## src/rtl/currency_accum_multi_if.sv

```systemverilog
// Bus bundle for the multi-channel credit accumulator: coin inputs, vend/refund
// requests and the credit/change/status outputs. The accumulator uses the slave view.
interface currency_accum_multi_if #(
  parameter int CURRENCY_WIDTH = 7,
  parameter int NUM_CH         = 4
);
  logic [NUM_CH*CURRENCY_WIDTH-1:0] currency_value;
  logic [NUM_CH-1:0]                currency_valid;
  logic                             vend_req;
  logic [CURRENCY_WIDTH-1:0]        vend_price;
  logic                             refund_req;
  logic [CURRENCY_WIDTH-1:0]        total_currency;
  logic                             currency_avail;
  logic [NUM_CH-1:0]                coin_reject;
  logic                             vend_ack;
  logic                             vend_nack;
  logic [CURRENCY_WIDTH-1:0]        change_value;
  logic                             change_valid;
  logic                             refund_done;
  logic                             busy;

  modport master (
    output currency_value, currency_valid, vend_req, vend_price, refund_req,
    input  total_currency, currency_avail, coin_reject, vend_ack, vend_nack,
           change_value, change_valid, refund_done, busy
  );

  modport slave (
    input  currency_value, currency_valid, vend_req, vend_price, refund_req,
    output total_currency, currency_avail, coin_reject, vend_ack, vend_nack,
           change_value, change_valid, refund_done, busy
  );
endinterface

```

## src/rtl/currency_accum_multi.sv

```systemverilog
// Multi-channel credit accumulator with vend/refund FSM and chunked change payout.
// Optional escrow auto-refund after idle timeout is enabled by defining ESCROW_TIMEOUT_EN.
module currency_accum_multi #(
  parameter int CURRENCY_WIDTH = 7,
  parameter int NUM_CH         = 4,
  parameter int MAX_CREDIT     = 127,
  parameter int MAX_CHANGE     = 10,
  parameter int TIMEOUT_CYCLES = 1000
) (
  input logic                  clk,
  input logic                  rst,
  currency_accum_multi_if.slave bus
);
  localparam int CW = CURRENCY_WIDTH;
  // Wide enough for credit plus every channel at full scale, so the scan never wraps.
  localparam int SW = CW + $clog2(NUM_CH) + 1;
  localparam logic [SW-1:0] MAX_SUM   = SW'(MAX_CREDIT);
  localparam logic [CW-1:0] MAX_CHG_C = CW'(MAX_CHANGE);

  if (MAX_CREDIT > (2**CURRENCY_WIDTH) - 1 || MAX_CHANGE < 1 || TIMEOUT_CYCLES < 1) begin : g_param_check
    $error("currency_accum_multi: illegal parameter combination");
  end

  typedef enum logic [1:0] {
    S_IDLE   = 2'd0,
    S_VEND   = 2'd1,
    S_REFUND = 2'd2
  } state_t;

  state_t            state_q, state_d;
  logic [CW-1:0]     credit_q, credit_d;
  logic [CW-1:0]     price_q, price_d;
  logic [NUM_CH-1:0] valid_prev_q, valid_prev_d;
  logic              vend_prev_q, vend_prev_d;
  logic              refund_prev_q, refund_prev_d;
  logic              avail_q, avail_d;
  logic [NUM_CH-1:0] reject_q, reject_d;
  logic              ack_q, ack_d;
  logic              nack_q, nack_d;
  logic [CW-1:0]     chg_val_q, chg_val_d;
  logic              chg_vld_q, chg_vld_d;
  logic              done_q, done_d;

  logic [NUM_CH-1:0] coin_ev;
  logic              vend_ev;
  logic              refund_ev;
  logic [SW-1:0]     sum;
  logic [CW-1:0]     coin_val;

`ifdef ESCROW_TIMEOUT_EN
  localparam int TW = $clog2(TIMEOUT_CYCLES + 1);
  localparam logic [TW-1:0] TMO_LAST = TW'(TIMEOUT_CYCLES - 1);
  logic [TW-1:0] tmo_q, tmo_d;
`endif

  always_comb begin
    coin_ev       = bus.currency_valid & ~valid_prev_q;
    vend_ev       = bus.vend_req & ~vend_prev_q;
    refund_ev     = bus.refund_req & ~refund_prev_q;
    valid_prev_d  = bus.currency_valid;
    vend_prev_d   = bus.vend_req;
    refund_prev_d = bus.refund_req;
    state_d       = state_q;
    credit_d      = credit_q;
    price_d       = price_q;
    avail_d       = 1'b0;
    reject_d      = '0;
    ack_d         = 1'b0;
    nack_d        = 1'b0;
    chg_val_d     = '0;
    chg_vld_d     = 1'b0;
    done_d        = 1'b0;
    sum           = SW'(credit_q);
    coin_val      = '0;
`ifdef ESCROW_TIMEOUT_EN
    tmo_d         = '0;
`endif

    case (state_q)
      S_IDLE: begin
        // Lower channel index wins when the remaining headroom is contested.
        for (int i = 0; i < NUM_CH; i++) begin
          coin_val = bus.currency_value[i*CW +: CW];
          if (coin_ev[i]) begin
            if (sum + SW'(coin_val) <= MAX_SUM) begin
              sum     = sum + SW'(coin_val);
              avail_d = 1'b1;
            end else begin
              reject_d[i] = 1'b1;
            end
          end
        end
        credit_d = sum[CW-1:0];
        if (vend_ev) begin
          state_d = S_VEND;
          price_d = bus.vend_price;
        end else if (refund_ev) begin
          state_d = S_REFUND;
        end
`ifdef ESCROW_TIMEOUT_EN
        else if (coin_ev == '0 && credit_q != '0) begin
          if (tmo_q == TMO_LAST) begin
            state_d = S_REFUND;
          end else begin
            tmo_d = tmo_q + 1'b1;
          end
        end
`endif
      end
      S_VEND: begin
        reject_d = coin_ev;
        if (credit_q >= price_q) begin
          credit_d = credit_q - price_q;
          ack_d    = 1'b1;
        end else begin
          nack_d   = 1'b1;
        end
        state_d = S_IDLE;
      end
      S_REFUND: begin
        reject_d = coin_ev;
        if (credit_q == '0) begin
          done_d  = 1'b1;
          state_d = S_IDLE;
        end else begin
          chg_val_d = (credit_q > MAX_CHG_C) ? MAX_CHG_C : credit_q;
          chg_vld_d = 1'b1;
          credit_d  = credit_q - chg_val_d;
        end
      end
      default: state_d = S_IDLE;
    endcase
  end

  always_ff @(posedge clk) begin
    if (rst) begin
      state_q       <= S_IDLE;
      credit_q      <= '0;
      price_q       <= '0;
      valid_prev_q  <= '0;
      vend_prev_q   <= 1'b0;
      refund_prev_q <= 1'b0;
      avail_q       <= 1'b0;
      reject_q      <= '0;
      ack_q         <= 1'b0;
      nack_q        <= 1'b0;
      chg_val_q     <= '0;
      chg_vld_q     <= 1'b0;
      done_q        <= 1'b0;
    end else begin
      state_q       <= state_d;
      credit_q      <= credit_d;
      price_q       <= price_d;
      valid_prev_q  <= valid_prev_d;
      vend_prev_q   <= vend_prev_d;
      refund_prev_q <= refund_prev_d;
      avail_q       <= avail_d;
      reject_q      <= reject_d;
      ack_q         <= ack_d;
      nack_q        <= nack_d;
      chg_val_q     <= chg_val_d;
      chg_vld_q     <= chg_vld_d;
      done_q        <= done_d;
    end
  end

`ifdef ESCROW_TIMEOUT_EN
  always_ff @(posedge clk) begin
    if (rst) begin
      tmo_q <= '0;
    end else begin
      tmo_q <= tmo_d;
    end
  end
`endif

  assign bus.total_currency = credit_q;
  assign bus.currency_avail = avail_q;
  assign bus.coin_reject    = reject_q;
  assign bus.vend_ack       = ack_q;
  assign bus.vend_nack      = nack_q;
  assign bus.change_value   = chg_val_q;
  assign bus.change_valid   = chg_vld_q;
  assign bus.refund_done    = done_q;
  assign bus.busy           = (state_q != S_IDLE);
endmodule
```

## src/flat_wrapper.sv

```systemverilog
// flat-port wrapper written by rule: the top's interface ports become plain ports
module currency_accum_multi_flat 
#(
  parameter int CURRENCY_WIDTH = 7,
  parameter int NUM_CH         = 4,
  parameter int MAX_CREDIT     = 127,
  parameter int MAX_CHANGE     = 10,
  parameter int TIMEOUT_CYCLES = 1000
)
  (clk, rst, bus_currency_value, bus_currency_valid, bus_vend_req, bus_vend_price, bus_refund_req, bus_total_currency, bus_currency_avail, bus_coin_reject, bus_vend_ack, bus_vend_nack, bus_change_value, bus_change_valid, bus_refund_done, bus_busy);
  currency_accum_multi_if #(.CURRENCY_WIDTH(CURRENCY_WIDTH), .NUM_CH(NUM_CH)) bus_i ();
  input logic clk;
  input logic rst;
  input wire logic [$bits(bus_i.currency_value)-1:0] bus_currency_value;
  input wire logic [$bits(bus_i.currency_valid)-1:0] bus_currency_valid;
  input wire logic [$bits(bus_i.vend_req)-1:0] bus_vend_req;
  input wire logic [$bits(bus_i.vend_price)-1:0] bus_vend_price;
  input wire logic [$bits(bus_i.refund_req)-1:0] bus_refund_req;
  output wire logic [$bits(bus_i.total_currency)-1:0] bus_total_currency;
  output wire logic [$bits(bus_i.currency_avail)-1:0] bus_currency_avail;
  output wire logic [$bits(bus_i.coin_reject)-1:0] bus_coin_reject;
  output wire logic [$bits(bus_i.vend_ack)-1:0] bus_vend_ack;
  output wire logic [$bits(bus_i.vend_nack)-1:0] bus_vend_nack;
  output wire logic [$bits(bus_i.change_value)-1:0] bus_change_value;
  output wire logic [$bits(bus_i.change_valid)-1:0] bus_change_valid;
  output wire logic [$bits(bus_i.refund_done)-1:0] bus_refund_done;
  output wire logic [$bits(bus_i.busy)-1:0] bus_busy;
  assign bus_i.currency_value = bus_currency_value;
  assign bus_i.currency_valid = bus_currency_valid;
  assign bus_i.vend_req = bus_vend_req;
  assign bus_i.vend_price = bus_vend_price;
  assign bus_i.refund_req = bus_refund_req;
  assign bus_total_currency = bus_i.total_currency;
  assign bus_currency_avail = bus_i.currency_avail;
  assign bus_coin_reject = bus_i.coin_reject;
  assign bus_vend_ack = bus_i.vend_ack;
  assign bus_vend_nack = bus_i.vend_nack;
  assign bus_change_value = bus_i.change_value;
  assign bus_change_valid = bus_i.change_valid;
  assign bus_refund_done = bus_i.refund_done;
  assign bus_busy = bus_i.busy;
  currency_accum_multi #(.CURRENCY_WIDTH(CURRENCY_WIDTH), .NUM_CH(NUM_CH), .MAX_CREDIT(MAX_CREDIT), .MAX_CHANGE(MAX_CHANGE), .TIMEOUT_CYCLES(TIMEOUT_CYCLES)) u_core (.clk(clk), .rst(rst), .bus(bus_i));
endmodule
```

## config.mk

```make
export PLATFORM = sky130hd
export DESIGN_NAME = currency_accum_multi_flat
export DESIGN_NICKNAME = d
export VERILOG_FILES = /design/src/rtl/currency_accum_multi_if.sv /design/src/rtl/currency_accum_multi.sv /design/src/flat_wrapper.sv
export SDC_FILE = /design/constraint.sdc
export NUM_CORES = 1
export LEC_CHECK = 0
export CAP_MARGIN = 10
export CELL_PAD_IN_SITES_DETAIL_PLACEMENT = 1
export CELL_PAD_IN_SITES_GLOBAL_PLACEMENT = 2
export CORE_MARGIN = 2
export CORE_UTILIZATION = 38
export CTS_CLUSTER_DIAMETER = 100
export DETAILED_ROUTE_END_ITERATION = 10
export DONT_BUFFER_PORTS = 1
export PLACE_DENSITY_LB_ADDON = 0.1
export SYNTH_ARGS = -nofsm -noshare
export SYNTH_HDL_FRONTEND = slang
export SYNTH_SLANG_ARGS = --single-unit
```

## constraint.sdc

```tcl
create_clock -name clk -period 8.2 [get_ports clk]
set_input_delay 1.23 -clock clk [delete_from_list [all_inputs] [get_ports clk]]
set_output_delay 1.23 -clock clk [all_outputs]
set_load 0.05 [all_outputs]
```

Word level (Yosys, flattened, before mapping)
Cells that the tools add are included.

Reductions and logical operators: 12. Magnitude comparators: 6. Multiplexer cells: 40. Bitwise gates (word level): 9. Add/subtract/negate cells: 6. Equality and inequality tests: 6.

Operator list (count): 2-to-1 mux 10 bit (9); less-or-equal comparator 10 x 7 -> 1 bit, second input constant (4); 2-to-1 mux 7 bit (5); adder 10 x 7 -> 10 bit (3); case mux 7 bit (3 select lines) (1); 2-to-1 mux 1 bit (20); subtractor 7 bit (2); adder 7 x 7 -> 8 bit (1); case mux 4 bit (2 select lines) (1); OR reduction 2 bit (4); >= comparator 7 bit (1); greater-than comparator 7 x 4 -> 1 bit, second input constant (1); zero test 7 bit (1); 2-to-1 mux 2 bit (3); NOT 1 bit (5); bitwise AND 4 bit (1); != test 2 x 1 -> 1 bit, second input constant (2); NOT 4 bit (1); case mux 2 bit (2 select lines) (1); AND reduction 2 bit (2); != test 3 x 1 -> 1 bit, second input constant (1); AND reduction 3 bit (1); nonzero test 3 bit (1); OR reduction 3 bit (1); other kinds (6) (7).

Output and inout bits: 24. Logic and storage cells: 92. Bits in registers: 38.

Logic depth before layout (Yosys ltp)
Gate-level depths: netlist of run 1.

Depth in word-level cells: 20. Depth in mapped cells: 33.

Worst setup path before layout of run 1
Ideal clock, no wire load.

Path type: input to register. From: input bus_currency_value[1]. To: register u_core.credit_q[2], in the netlist u_core.bus.total_currency[2]. Data arrival time: 7286 ps. Library setup time: 122 ps. Stages: 28. Setup slack: 792 ps. Data required time: 8078 ps. Cells stage by stage: ha_1 > a211oi_1 > o211ai_2 > a211oi_2 > buf_4 > mux2_2 > ha_1 > a211oi_2 > o32ai_2 > nor3_1 > buf_2 > nand3b_1 > o21ai_0 > ha_1 > a2111oi_2 > o21ai_1 > a21oi_2 > nor2_2 > a32o_1 > a21o_1 > ha_1 > o21ai_1 > o211ai_1 > a31o_1 > or2_0 > clkbuf_1 > o2111a_1 > a221o_1.

Cells in the longest elaborated chain, start to end: 20.

RTL lines: start, declared (RTL line flat_wrapper.sv:14) `input wire logic [$bits(bus_i.currency_value)-1:0] bus_currency_value;`; adder 7 x 7 -> 8 bit * (RTL line currency_accum_multi.sv:85, currency_accum_multi.sv:86); less-or-equal comparator 10 x 7 -> 1 bit (RTL line currency_accum_multi.sv:85) `if (sum + SW'(coin_val) <= MAX_SUM) begin`; 2-to-1 mux 10 bit * (RTL line currency_accum_multi.sv:85); 2-to-1 mux 10 bit * (RTL line currency_accum_multi.sv:84) `if (coin_ev[i]) begin`; 2-to-1 mux 10 bit * (RTL line currency_accum_multi.sv:79) `case (state_q)`; adder 10 x 7 -> 10 bit (RTL line currency_accum_multi.sv:85, currency_accum_multi.sv:86); less-or-equal comparator 10 x 7 -> 1 bit (RTL line currency_accum_multi.sv:85); 2-to-1 mux 10 bit (RTL line currency_accum_multi.sv:85); [4 not listed]; 2-to-1 mux 10 bit (RTL line currency_accum_multi.sv:85); 2-to-1 mux 10 bit * (RTL line currency_accum_multi.sv:84); 2-to-1 mux 10 bit * (RTL line currency_accum_multi.sv:79); adder 10 x 7 -> 10 bit (RTL line currency_accum_multi.sv:85); less-or-equal comparator 10 x 7 -> 1 bit (RTL line currency_accum_multi.sv:85); 2-to-1 mux 7 bit (RTL line currency_accum_multi.sv:85); 2-to-1 mux 7 bit * (RTL line currency_accum_multi.sv:84); case mux 7 bit (3 select lines) * (RTL line currency_accum_multi.sv:79); end signal, assigned (RTL line currency_accum_multi.sv:152) `credit_q <= credit_d;`; end, declared (RTL line currency_accum_multi.sv:31) `logic [CW-1:0] credit_q, credit_d;`.

Mark *: on every way between the ends. The rest lies on a longest branch, timed or not. The select of a mux whose other input is x is not followed. A chain may end at the register's enable or synchronous reset.

Worst setup path after layout of run 1
Ends and elaborated chain as after synthesis.

==> results of run 1 <==
## final cells by class
type,count,area [um^2]
tap,111,139
fill,1096,5260
inverter,30,113
timing repair buffer,15,113
multi-input combinational,350,2590
sequential,38,761
clock inverter,2,60.1
clock buffer,6,82.6
## worst paths after layout
kind                                 from                           end  depth (start not counted)
max                 bus_currency_value[1]  u_core.bus.total_currency[2]                         27
min                     u_core.price_q[3]             u_core.price_q[3]                          2
max reg2reg  u_core.bus.total_currency[1]  u_core.bus.total_currency[2]                         28
min reg2reg             u_core.price_q[3]             u_core.price_q[3]                          2
## stage by stage
stage / worst slack, ns / cells
global placement: 0.217 / 544
finish: 0.495 / 552
floorplan: 0.792 / 436
detailed placement: 0.144 / 544
global route: 0.0494 / 552
CTS: 0.445 / 552
## sequential cells by signal (all words and copies together), names as in the netlist, 2 cells and up
| name | flops |
|---|---|
| u_core.bus.total_currency | 7 |
| u_core.bus.change_value | 7 |
| u_core.bus.coin_reject | 4 |
| u_core.valid_prev_q | 4 |
| u_core.price_q | 7 |
| u_core.state_q | 2 |
## where the power goes
| group | internal [mW] | switching (mW) | total (mW) |
|---|---|---|---|
| clock | 0.130 | 0.0704 | 0.200 |
| combinational | 0.520 | 0.787 | 1.31 |
| sequential | 0.212 | 0.0442 | 0.256 |
## repair_timing
item	CTS	global route
setup buffers	0	0
hold endpoints to repair	0	0
gates resized for setup	0	1
setup endpoints to repair	0	1
## logic make-up (layout without fill, tap and decap cells)
| kind of cell | Yosys count | count (layout) | synth area share (%) |
|---|---|---|---|
| AOI/OAI and AO/OA | 137 | 137 | 28.5 |
| xor gates and xnor gates | 17 | 17 | 4.21 |
| adders and majority gates | 46 | 46 | 17.4 |
| buffers and inverters | 48 | 53 | 5.49 |
| DFF | 38 | 38 | 21.5 |
| muxes | 15 | 15 | 4.50 |
| other | 2 | 4 | 0.213 |
| and+or+nand+nor | 131 | 131 | 18.2 |
## worst min-delay path, stage by stage, from the launching register on
cell     delay (ns)
dfxtp_1        0.33
mux2i_1        0.07
nor2_1         0.07
## per-layer routing
layer / up-vias / global-route usage, % / share of wire [%]
met4: 0 / 6.85 / 2.5
met3: 14 / 4.11 / 4.5
met5: - / 0 / 0
met2: 74 / 36.9 / 46
li1: 1590 / - / -
met1: 1537 / 31.3 / 47
## cell usage after synthesis, types with 4 or more instances
cell type | number | area, um^2
a211oi_2 | 5 | 62.6
o21a_1 | 9 | 67.6
o31ai_1 | 4 | 30.0
nor3_1 | 13 | 65.1
o21ai_0 | 19 | 95.1
clkbuf_1 | 10 | 37.5
xor2_1 | 7 | 61.3
nor3b_1 | 4 | 30.0
a21oi_1 | 29 | 145
ha_1 | 41 | 513
a211oi_1 | 7 | 52.6
nor2b_1 | 8 | 50.1
dfxtp_1 | 38 | 761
o21ai_1 | 5 | 25.0
a21o_1 | 11 | 82.6
nor2_1 | 40 | 150
xnor2_1 | 10 | 87.6
fa_1 | 5 | 100
a221o_1 | 5 | 50.1
inv_1 | 30 | 113
nand2_1 | 28 | 105
nor4_1 | 6 | 37.5
buf_2 | 5 | 25.0
nand2b_1 | 14 | 87.6
o211ai_1 | 4 | 30.0
mux2i_1 | 11 | 110
==> results summary, run 1 <==
The critical path capture point type is a register. The worst ir drop on vdd came out at 213 uV. The detailed-router iteration count before antenna repair came out at 4. Adding up every negative setup slack in the final design gives 0 ns.

The smallest hold slack is 0.499 ns. In this run, the number of DRC markers left after iteration 0 of detailed routing was 90. On the critical path, the stage with the largest delay is an instance of or3_1.

In the final routed layout, each cell accounts on average for 20.0 um. The library cells used most frequently in the layout, excluding fill and tap cells, are ha_1 (41), nor2_1 (40), dfxtp_1 (38), inv_1 (30), a21oi_1 (29). The number of global-route vias before repair is 3391. The count of nets left with antenna violations after detail routing is 0. The TritonCTS clock tree is yes. The worst setup path is of the primary input to register kind. The synthesized instance count came out at 434. The largest driver fanout on the critical path came out at 11. The clock sink count is 38. The first-pass GRT wire length came out at 18100 um. The maximum clock insertion buffer count is 2. The final net count is 529. The die span in y is 100 um. The cell type group with the largest total delay on the critical path is compound AO/OA/AOI/OAI gates. The count of inserted antenna diode cells is 0. The part of the cycle the worst path needs came out at 94.0%. The delay of the slowest cell on the worst path is 0.47 ns. The mean number of vias per cell is 5.82. Wires add up to 11100 um. The final max-slew violation count is 0.

The sum of overflow across all layers after global routing is 0. The number of ports placed on the die boundary came out at 67. Clock skew on the completed layout was measured at 0.00882 ns. The routed design could run at a clock period as short as 7.71 ns.

Measured along the x axis, the die boundary spans 100 um. Setup repair after global routing left no endpoint under its margin. The final total power came out at 1.76 mW. Synthesis inferred 38 register bits. Data on the critical path arrives at its endpoint at 7.89 ns. In the final layout, the share of cells above drive strength 1 is 9.07%. Measured against its own limit, the worst slew margin works out to 47.7%. The most frequent standard cell in the layout excluding fill and tap cells is ha_1. The class of the tightest hold or removal check is register to register. The later pin in the worst-skew pair is clocked with a latency of 0.29 ns.

For the pin with the worst max-slew slack, the measured transition is 0.777 ns. Averaged over all synthesized cells, the footprint is 8.14 um^2. The analysis attributes to cell leakage a power of 1.70 nW.

The number of antenna violations at the first check in global routing is 0. The number of buffers added by the clock tree synthesis step came out at 5. After clock tree synthesis, the clock-pin slew on the worst setup and hold paths is 0.08 ns. The largest net degree at the start of global routing is 29. The count of max-cap constraint violations is 0.

The highest achievable clock rate is 0.130 GHz. The cell sitting at the root of the clock tree is a clkbuf_8. The number of H-tree levels is 2. The flow ran to the end, and the final reports show no timing, DRC or antenna violations.

The number of hold buffers added after cts is 0. The routability congestion estimate came out at 0.835. The half-perimeter wire length after detailed placement is 9000 um. The number of enable-type register cells in the synthesized netlist is 0.

The most numerous cell type found on the critical path is ha_1. For this run, the number of Yosys warnings is 0. Sequential cells were found to cover 21.5% of the synthesized design area.

The dominant register cell in the synthesized netlist is dfxtp_1. The overall track demand over capacity in global routing came out at 22.9%. The final core utilization is 42.3%.

The mapped netlist covers 0.00353 mm^2. In this run, distinct cell masters in the synthesized netlist total 66. The power density over cell area came out at 457 mW/mm^2.

The core region is 0.00911 mm^2. The count of final hold-check violations came to 0. The type of element launching the critical path is a primary input. The starting density of the core came out at 38.8%. The die covers 0.0101 mm^2.

The number of port buffers came out at 0. The total setup violations reported at the end of the flow came out at 0. After detailed routing, the number of remaining DRC violations is 0. The design area is 0.00385 mm^2.

The async set-or-reset flop fraction in the synthesized netlist came out at 0%. The worst path buffer plus inverter count is 2. In this run the cell area measured after placement is 0.00371 mm^2. The required time reported for the critical path endpoint is 8.38 ns.

The total number of vias came out at 3215. The register-to-register path setup slack is 0.86 ns. In this run the core area contains 35 standard-cell rows. From synthesis to final layout, the design area changed by 9.07%.
Note: power is estimated with default switching activity, not from simulation.
==> run 2, diff against run 1 <==
--- a/config.mk
+++ b/config.mk
@@ -5,7 +5,7 @@
 export SDC_FILE = /design/constraint.sdc
 export NUM_CORES = 1
 export LEC_CHECK = 0
-export CAP_MARGIN = 10
+export CAP_MARGIN = 20
 export CELL_PAD_IN_SITES_DETAIL_PLACEMENT = 1
 export CELL_PAD_IN_SITES_GLOBAL_PLACEMENT = 2
 export CORE_MARGIN = 2
==> results of run 2 <==
No change in the layout: final DEF, timing and power equal those of run 1.
